**src/rtl/gpio_arb_pkg.sv**
```systemverilog
// Shared types for the two-master Wishbone arbiter in front of the GPIO slave.
package gpio_arb_pkg;

    // Arbiter FSM encoding; 2'd3 is unused and recovers to idle.
    typedef enum logic [1:0] {
        StIdle   = 2'd0,
        StGrant0 = 2'd1,
        StGrant1 = 2'd2
    } arb_state_e;

    // Master identifiers, also the encoding of the round-robin pointer.
    localparam logic Master0 = 1'b0;
    localparam logic Master1 = 1'b1;

    // Grant state that serves the given master.
    function automatic arb_state_e grant_state(input logic id);
        return (id == Master1) ? StGrant1 : StGrant0;
    endfunction

endpackage

```
**src/rtl/gpio_wb_arbiter.sv**
```systemverilog
// Round-robin arbiter letting two Wishbone masters share one GPIO slave,
// with a per-transfer ack timeout.
module gpio_wb_arbiter
    import gpio_arb_pkg::*;
#(
    parameter int unsigned TIMEOUT_CYCLES = 15
) (
    input  logic        wb_clk_i,
    input  logic        wb_rst_i,
    input  logic        m0_stb_i,
    input  logic        m0_we_i,
    input  logic [3:0]  m0_sel_i,
    input  logic [31:0] m0_dat_i,
    output logic [31:0] m0_dat_o,
    output logic        m0_ack_o,
    output logic        m0_err_o,
    input  logic        m1_stb_i,
    input  logic        m1_we_i,
    input  logic [3:0]  m1_sel_i,
    input  logic [31:0] m1_dat_i,
    output logic [31:0] m1_dat_o,
    output logic        m1_ack_o,
    output logic        m1_err_o,
    output logic        s_stb_o,
    output logic        s_we_o,
    output logic [3:0]  s_sel_o,
    output logic [31:0] s_dat_o,
    input  logic [31:0] s_dat_i,
    input  logic        s_ack_i
);

    // Counter value at which the final permitted grant cycle is running.
    localparam logic [7:0] TimeoutLast = 8'(TIMEOUT_CYCLES - 1);

    arb_state_e  state_q, state_d;
    logic        prio_q, prio_d;
    logic [7:0]  cnt_q, cnt_d;

    logic        granted;
    logic        gnt_id;
    logic        gnt_stb;
    logic        gnt_we;
    logic [3:0]  gnt_sel;
    logic [31:0] gnt_dat;
    logic        timeout;

    // Select the currently granted master's request signals.
    always_comb begin
        granted = (state_q == StGrant0) || (state_q == StGrant1);
        gnt_id  = (state_q == StGrant1) ? Master1 : Master0;
        gnt_stb = (gnt_id == Master1) ? m1_stb_i : m0_stb_i;
        gnt_we  = (gnt_id == Master1) ? m1_we_i  : m0_we_i;
        gnt_sel = (gnt_id == Master1) ? m1_sel_i : m0_sel_i;
        gnt_dat = (gnt_id == Master1) ? m1_dat_i : m0_dat_i;
        // An abort (stb dropped) wins over the timeout in the same cycle.
        timeout = granted && gnt_stb && !s_ack_i && (cnt_q == TimeoutLast);
    end

    // Next-state logic: arbitration in idle, completion/abort/timeout in grant.
    always_comb begin
        state_d = state_q;
        prio_d  = prio_q;
        cnt_d   = cnt_q;
        case (state_q)
            StIdle: begin
                cnt_d = '0;
                if (m0_stb_i && m1_stb_i) begin
                    state_d = grant_state(prio_q);
                end else if (m0_stb_i) begin
                    state_d = StGrant0;
                end else if (m1_stb_i) begin
                    state_d = StGrant1;
                end
            end
            StGrant0, StGrant1: begin
                if (s_ack_i) begin
                    state_d = StIdle;
                    prio_d  = ~gnt_id;
                end else if (!gnt_stb) begin
                    state_d = StIdle;
                end else if (timeout) begin
                    state_d = StIdle;
                    prio_d  = ~gnt_id;
                end else begin
                    cnt_d = cnt_q + 8'd1;
                end
            end
            default: begin
                state_d = StIdle;
            end
        endcase
    end

    // State registers with synchronous reset.
    always_ff @(posedge wb_clk_i) begin
        if (wb_rst_i) begin
            state_q <= StIdle;
            prio_q  <= Master0;
            cnt_q   <= '0;
        end else begin
            state_q <= state_d;
            prio_q  <= prio_d;
            cnt_q   <= cnt_d;
        end
    end

    // Combinational routing; reset forces the slave side and handshakes low.
    always_comb begin
        s_stb_o  = 1'b0;
        s_we_o   = 1'b0;
        s_sel_o  = '0;
        s_dat_o  = '0;
        m0_ack_o = 1'b0;
        m1_ack_o = 1'b0;
        m0_err_o = 1'b0;
        m1_err_o = 1'b0;
        m0_dat_o = s_dat_i;
        m1_dat_o = s_dat_i;
        if (!wb_rst_i && granted) begin
            s_stb_o  = gnt_stb;
            s_we_o   = gnt_we;
            s_sel_o  = gnt_sel;
            s_dat_o  = gnt_dat;
            m0_ack_o = s_ack_i && (gnt_id == Master0);
            m1_ack_o = s_ack_i && (gnt_id == Master1);
            m0_err_o = timeout && (gnt_id == Master0);
            m1_err_o = timeout && (gnt_id == Master1);
        end
    end

endmodule

```
**config.mk**
```make
export PLATFORM = sky130hd
export DESIGN_NAME = gpio_wb_arbiter
export DESIGN_NICKNAME = d
export VERILOG_FILES = /design/src/rtl/gpio_arb_pkg.sv /design/src/rtl/gpio_wb_arbiter.sv
export SDC_FILE = /design/constraint.sdc
export NUM_CORES = 1
export LEC_CHECK = 0
export BUFFER_PORTS_ARGS = -buffer_cell sky130_fd_sc_hd__buf_4
export CAP_MARGIN = 20
export CORE_AREA = 2 2 84 86
export CTS_BUF_LIST = sky130_fd_sc_hd__clkbuf_4 sky130_fd_sc_hd__clkbuf_8
export DETAILED_ROUTE_END_ITERATION = 10
export DIE_AREA = 0 0 86 88
export HOLD_SLACK_MARGIN = 0.05
export SLEW_MARGIN = 20
export SYNTH_ARGS = -nofsm -noshare
export SYNTH_HDL_FRONTEND = slang
export SYNTH_SLANG_ARGS = --single-unit
export TNS_END_PERCENT = 10
```
**constraint.sdc**
```tcl
create_clock -name wb_clk_i -period 2.57 [get_ports wb_clk_i]
set_clock_uncertainty 0.1 [all_clocks]
set_input_delay 0.514 -clock wb_clk_i [delete_from_list [all_inputs] [get_ports wb_clk_i]]
set_output_delay 0.514 -clock wb_clk_i [all_outputs]
set_load 0.02 [all_outputs]
```
; ---- Yosys cells after proc, flatten, opt, wreduce, memory -nomap -nowiden
; Cells that the tools add are included.
[totals]
register_bits = 11
elab_cells = 61
[classes]
add_sub_neg = 1
eq_ne = 8
muxes = 28
bitwise = 1
n_reduce_logical = 20
[ops]
columns = operator, count
row1 = $mux W32, 2
row2 = $mux W8, 3
row3 = $pmux W8 S2, 1
row4 = $mux W2, 7
row5 = $mux W1, 12
row6 = $logic_and A1 B1 Y1, 9
row7 = $add A8 B1 Y8 const B, 1
row8 = $eq A8 B4 Y1 const B, 1
row9 = $mux W4, 2
row10 = $ne A4 B4 Y1 const B, 2
row11 = $ne A2 B2 Y1 const B, 3
row12 = $reduce_bool A2 Y1, 3
row13 = $pmux W2 S2, 1
row14 = $reduce_and A4 Y1, 1
row15 = $reduce_and A3 Y1, 1
row16 = $eq A2 B1 Y1 const B, 1
row17 = $eq A2 B2 Y1 const B, 1
row18 = $logic_not A1 Y1, 2
row19 = $logic_not A2 Y1, 1
row20 = $reduce_and A2 Y1, 1
row21 = $reduce_or A2 Y1, 1
row22 = $logic_or A1 B1 Y1, 1
row23 = $not A1 Y1, 1

; ---- Depth between registers and ports, before layout
[logic_depth]
ltp_word = 10
ltp_mapped = 7

; ---- Least setup slack after synthesis
; Ideal clock, no wire load.
[synth_timing]
path_kind = register to output
from = register state_q[1]
to = output s_dat_o[14]
arrival_ps = 1880
required_time_ps = 1956
setup_slack_ps = 76
stages_incl_launch_ff = 8
n_path_buf = 2
cell_sequence = dfxtp_1 -> inv_1 -> ha_1 -> nor2b_1 -> and2_2 -> clkbuf_1 -> buf_1 -> a22o_1
[synth_between]
elab_chain_len = 4
[synth_rtl]
columns = item, line
row1 = "start, declared", gpio_wb_arbiter.sv:35  ; arb_state_e state_q, state_d;
row2 = "start signal, assigned", gpio_wb_arbiter.sv:97  ; state_q <= StIdle;
row3 = "start signal, assigned", gpio_wb_arbiter.sv:101  ; state_q <= state_d;
row4 = $eq A2 B2 Y1 / $eq A2 B1 Y1 (equally long branches), "gpio_wb_arbiter.sv:49, gpio_wb_arbiter.sv:50"
row5 = $mux W1 / $logic_or A1 B1 Y1 (equally long branches), "gpio_wb_arbiter.sv:50, gpio_wb_arbiter.sv:49"
row6 = $mux W32 / $logic_and A1 B1 Y1 (equally long branches), "gpio_wb_arbiter.sv:54, gpio_wb_arbiter.sv:119"
row7 = $mux W32 *, gpio_wb_arbiter.sv:119  ; if (!wb_rst_i && granted) begin
row8 = "end, declared", gpio_wb_arbiter.sv:27  ; output logic [31:0] s_dat_o,
; Mark *: on every way between the ends. The rest lies on a longest branch, timed or not.

; ---- Worst setup path after layout
[layout_timing]
from = register state_q[1]
to = output s_we_o
[layout_between]
elab_chain_len = 4
[layout_rtl]
columns = item, line
row1 = $eq A2 B2 Y1 / $eq A2 B1 Y1 (equally long branches), "gpio_wb_arbiter.sv:49, gpio_wb_arbiter.sv:50"
row2 = $mux W1 / $logic_or A1 B1 Y1 (equally long branches), "gpio_wb_arbiter.sv:50, gpio_wb_arbiter.sv:49"
row3 = $mux W1 / $logic_and A1 B1 Y1 (equally long branches), "gpio_wb_arbiter.sv:52, gpio_wb_arbiter.sv:119"
row4 = $mux W1 *, gpio_wb_arbiter.sv:119
row5 = "end, declared", gpio_wb_arbiter.sv:25  ; output logic s_we_o,
; Marks and branches as above.

==> out/metrics.cfg <==
[synth]
ys_ff_latch = 11
syn_area_per_cell_um2 = 7.95
synth_ff_type = dfxtp_1
async_reset_ff_share_pct = 0
yosysTopAreaCellShare_pct = 30.8
synth_edf_count = 0
synth_top_area_cell = buf_4
synthCells = 196
yosys-top-cells-count = 64 x buf_4, 38 x a22o_1, 11 x dfxtp_1, 8 x clkbuf_1, 7 x nor2_1
synthesis.area_um2 = 1560
synth.distinct_cells = 41
synth_area_leaders = buf_4 31%, a22o_1 21%, dfxtp_1 14%
synth.net_count = 311
ys_seq_area_share_pct = 14.1
yosysWarnings = 0
synth.most_common_cell = buf_4

[place]
routabilityCongestion = 0.850
place_area_um2 = 2090
post-place-cells = 325
dp_hpwl_um = 4580
portBuffers = 120
pre_cts_ws_ns = 0.241

[floorplan]
dieArea_um2 = 7570
die_x_um = 86
io_pins = 217
start_util_pct = 23.4
placementRows = 30
fp.coreArea_um2 = 6640
dieHeight_um = 88

[global_route]
grt_first_pass_wirelength_um = 7840
grt_remaining_overflow = 0
grt_max_degree = 39
globalRouteTotalUtil_pct = 13.3
antenna_found_initial = 0
grt_pass1_vias = 1497

[cells_and_area]
fin_cells = 329
num-fill-cells = 691
antennaDiodeCount = 0
ff_latch_area_um2 = 220
fin_nets = 365
area_growth_pct = 38.6
drive_gt1_share_pct = 55.4
multi_input_area_um2 = 818
fin_area_um2 = 2160

[timing]
min_period_ns = 2.45
slew-limit-headroom_pct = 68.0
fin_ws_ns = 0.116
tightest_slew_ns = 0.479
post-route-period-util_pct = 95.5
fmax_ghz = 0.408
hold_viol_final = 0
setup_viol = 0
maxSlewViolCount = 0
rsz0062_at_grt = true
setup_tns_ns = 0

[clocking]
h-tree-depth = 1
numCtsBuffers = 3
cts_tree = yes
insertion_delay_ns = 0.24
clk_pin_slew_worst_paths_ns = 0.05
postCtsHoldBufs = 0
root_buffer = clkbuf_8
cts.sinks = 11
cts_buffer_depth = 2

[hold_path]
hold_path.class = flip-flop to flip-flop

[setup_path]
cp_max_fo = 38
start_kind = flip-flop
worstPathArrival_ns = 1.84
required_ns = 1.96
crit_type = flip-flop to primary output
worstSetupEndpointType = primary output

[pwr]
cellLeakagePower_nw = 1.04
p_per_area_nw_per_um2 = 346
finalPower_uw = 748
ir_drop_mv = 0.113

[routing]
drt_wl_total_um = 5390
wl_per_cell_um = 16.4
vias = 1542
drt_iter0_drc = 66
detail_route.first_pass.iterations = 7
viasPerCell = 4.69
detail-route-antenna-nets = 0
drc_errors = 1

[outcome]
status = complete, but fails checks
violations = DRC

[job]
drv_cap = 0

-- stage by stage --
step	utilization, %	hold slack, ns
floorplan	-	0.346
finish	32.5	0.378
global route	32.5	0.420
detailed placement	31.5	0.373
global placement	31.5	0.366
CTS	32.3	0.383
-- per-layer routing --
| metal | part of all wire (%) | GRT usage [%] | up-vias | wire, µm |
|---|---|---|---|---|
| met1 | 37 | 15.3 | 705 | 2020 |
| met5 | 0 | 0 | - | 0 |
| met4 | 0.41 | 3.90 | 0 | 22 |
| met2 | 52 | 22.4 | 78 | 2780 |
| li1 | - | - | 755 | - |
| met3 | 10 | 5.84 | 4 | 563 |
-- layout make-up --
type / count / area share (%)
Timing Repair Buffer: 124 / 44.3
Multi-Input combinational cell: 106 / 37.9
Sequential cell: 11 / 10.2
Tap cell: 80 / 4.64
Clock buffer: 4 / 2.26
Inverter: 4 / 0.696
-- where the power goes --
part / total (mW) / switching [mW] / internal, mW
combinational: 0.381 / 0.179 / 0.203
sequential: 0.180 / 0.00345 / 0.176
clock: 0.186 / 0.0666 / 0.120
-- critical path, cell delays in order (launching register included) --
cell     delay [ns]
dfxtp_1        0.33
inv_1          0.08
ha_4           0.32
nor2b_1        0.15
and2_2         0.18
buf_12         0.19
a22o_1         0.18
buf_4          0.15
-- cells in the final DEF (no fill, tap or decap), drive strengths merged, types with 2 or more instances in the layout --
| cell type | instances |
|---|---|
| buf | 124 |
| a22o | 38 |
| dfxtp | 11 |
| nor2 | 7 |
| nand2 | 5 |
| inv | 4 |
| nand3 | 4 |
| ha | 4 |
| clkbuf | 4 |
| and3 | 4 |
| nor2b | 3 |
| nor4 | 3 |
| nand2b | 3 |
| and2 | 3 |
| or3 | 3 |
| mux2i | 3 |
| o21ai | 2 |
| a21oi | 2 |
| nand4b | 2 |
| o32ai | 2 |
| nand4 | 2 |
| xnor2 | 2 |
| nor3 | 2 |
| or4 | 2 |
-- registers in the layout, summed over array words and instances (netlist names) --
name	count
cnt_q	8
state_q	2
prio_q	1
-- repair_timing --
| action | CTS | global route |
|---|---|---|
| buffers inserted | 0 | 0 |
| endpoints found under the setup margin | 5 | 39 |
| gates resized for setup | 1 | 2 |
-- final timing paths --
check,from,end,slack (ns),cells past startpoint
worst min register to register,cnt_q[7],cnt_q[7],0.38,2
worst min-delay path,cnt_q[7],cnt_q[7],0.38,2
worst max register to register,state_q[0],cnt_q[7],0.39,6
worst max-delay path,state_q[1],s_we_o,0.12,7
-- cell families (layout without fill, tap and decap cells) --
family	Yosys count	after routing	synth area share (%)
muxes	3	3	1.93
adders and majority gates	4	4	3.21
DFF	11	11	14.1
buffers and inverters	79	132	34.5
and+or+nand+nor	46	46	17.9
AOI/OAI and AO/OA	51	51	27.2
xor gates and xnor gates	2	2	1.12
Power figures use the tool's default switching activity.
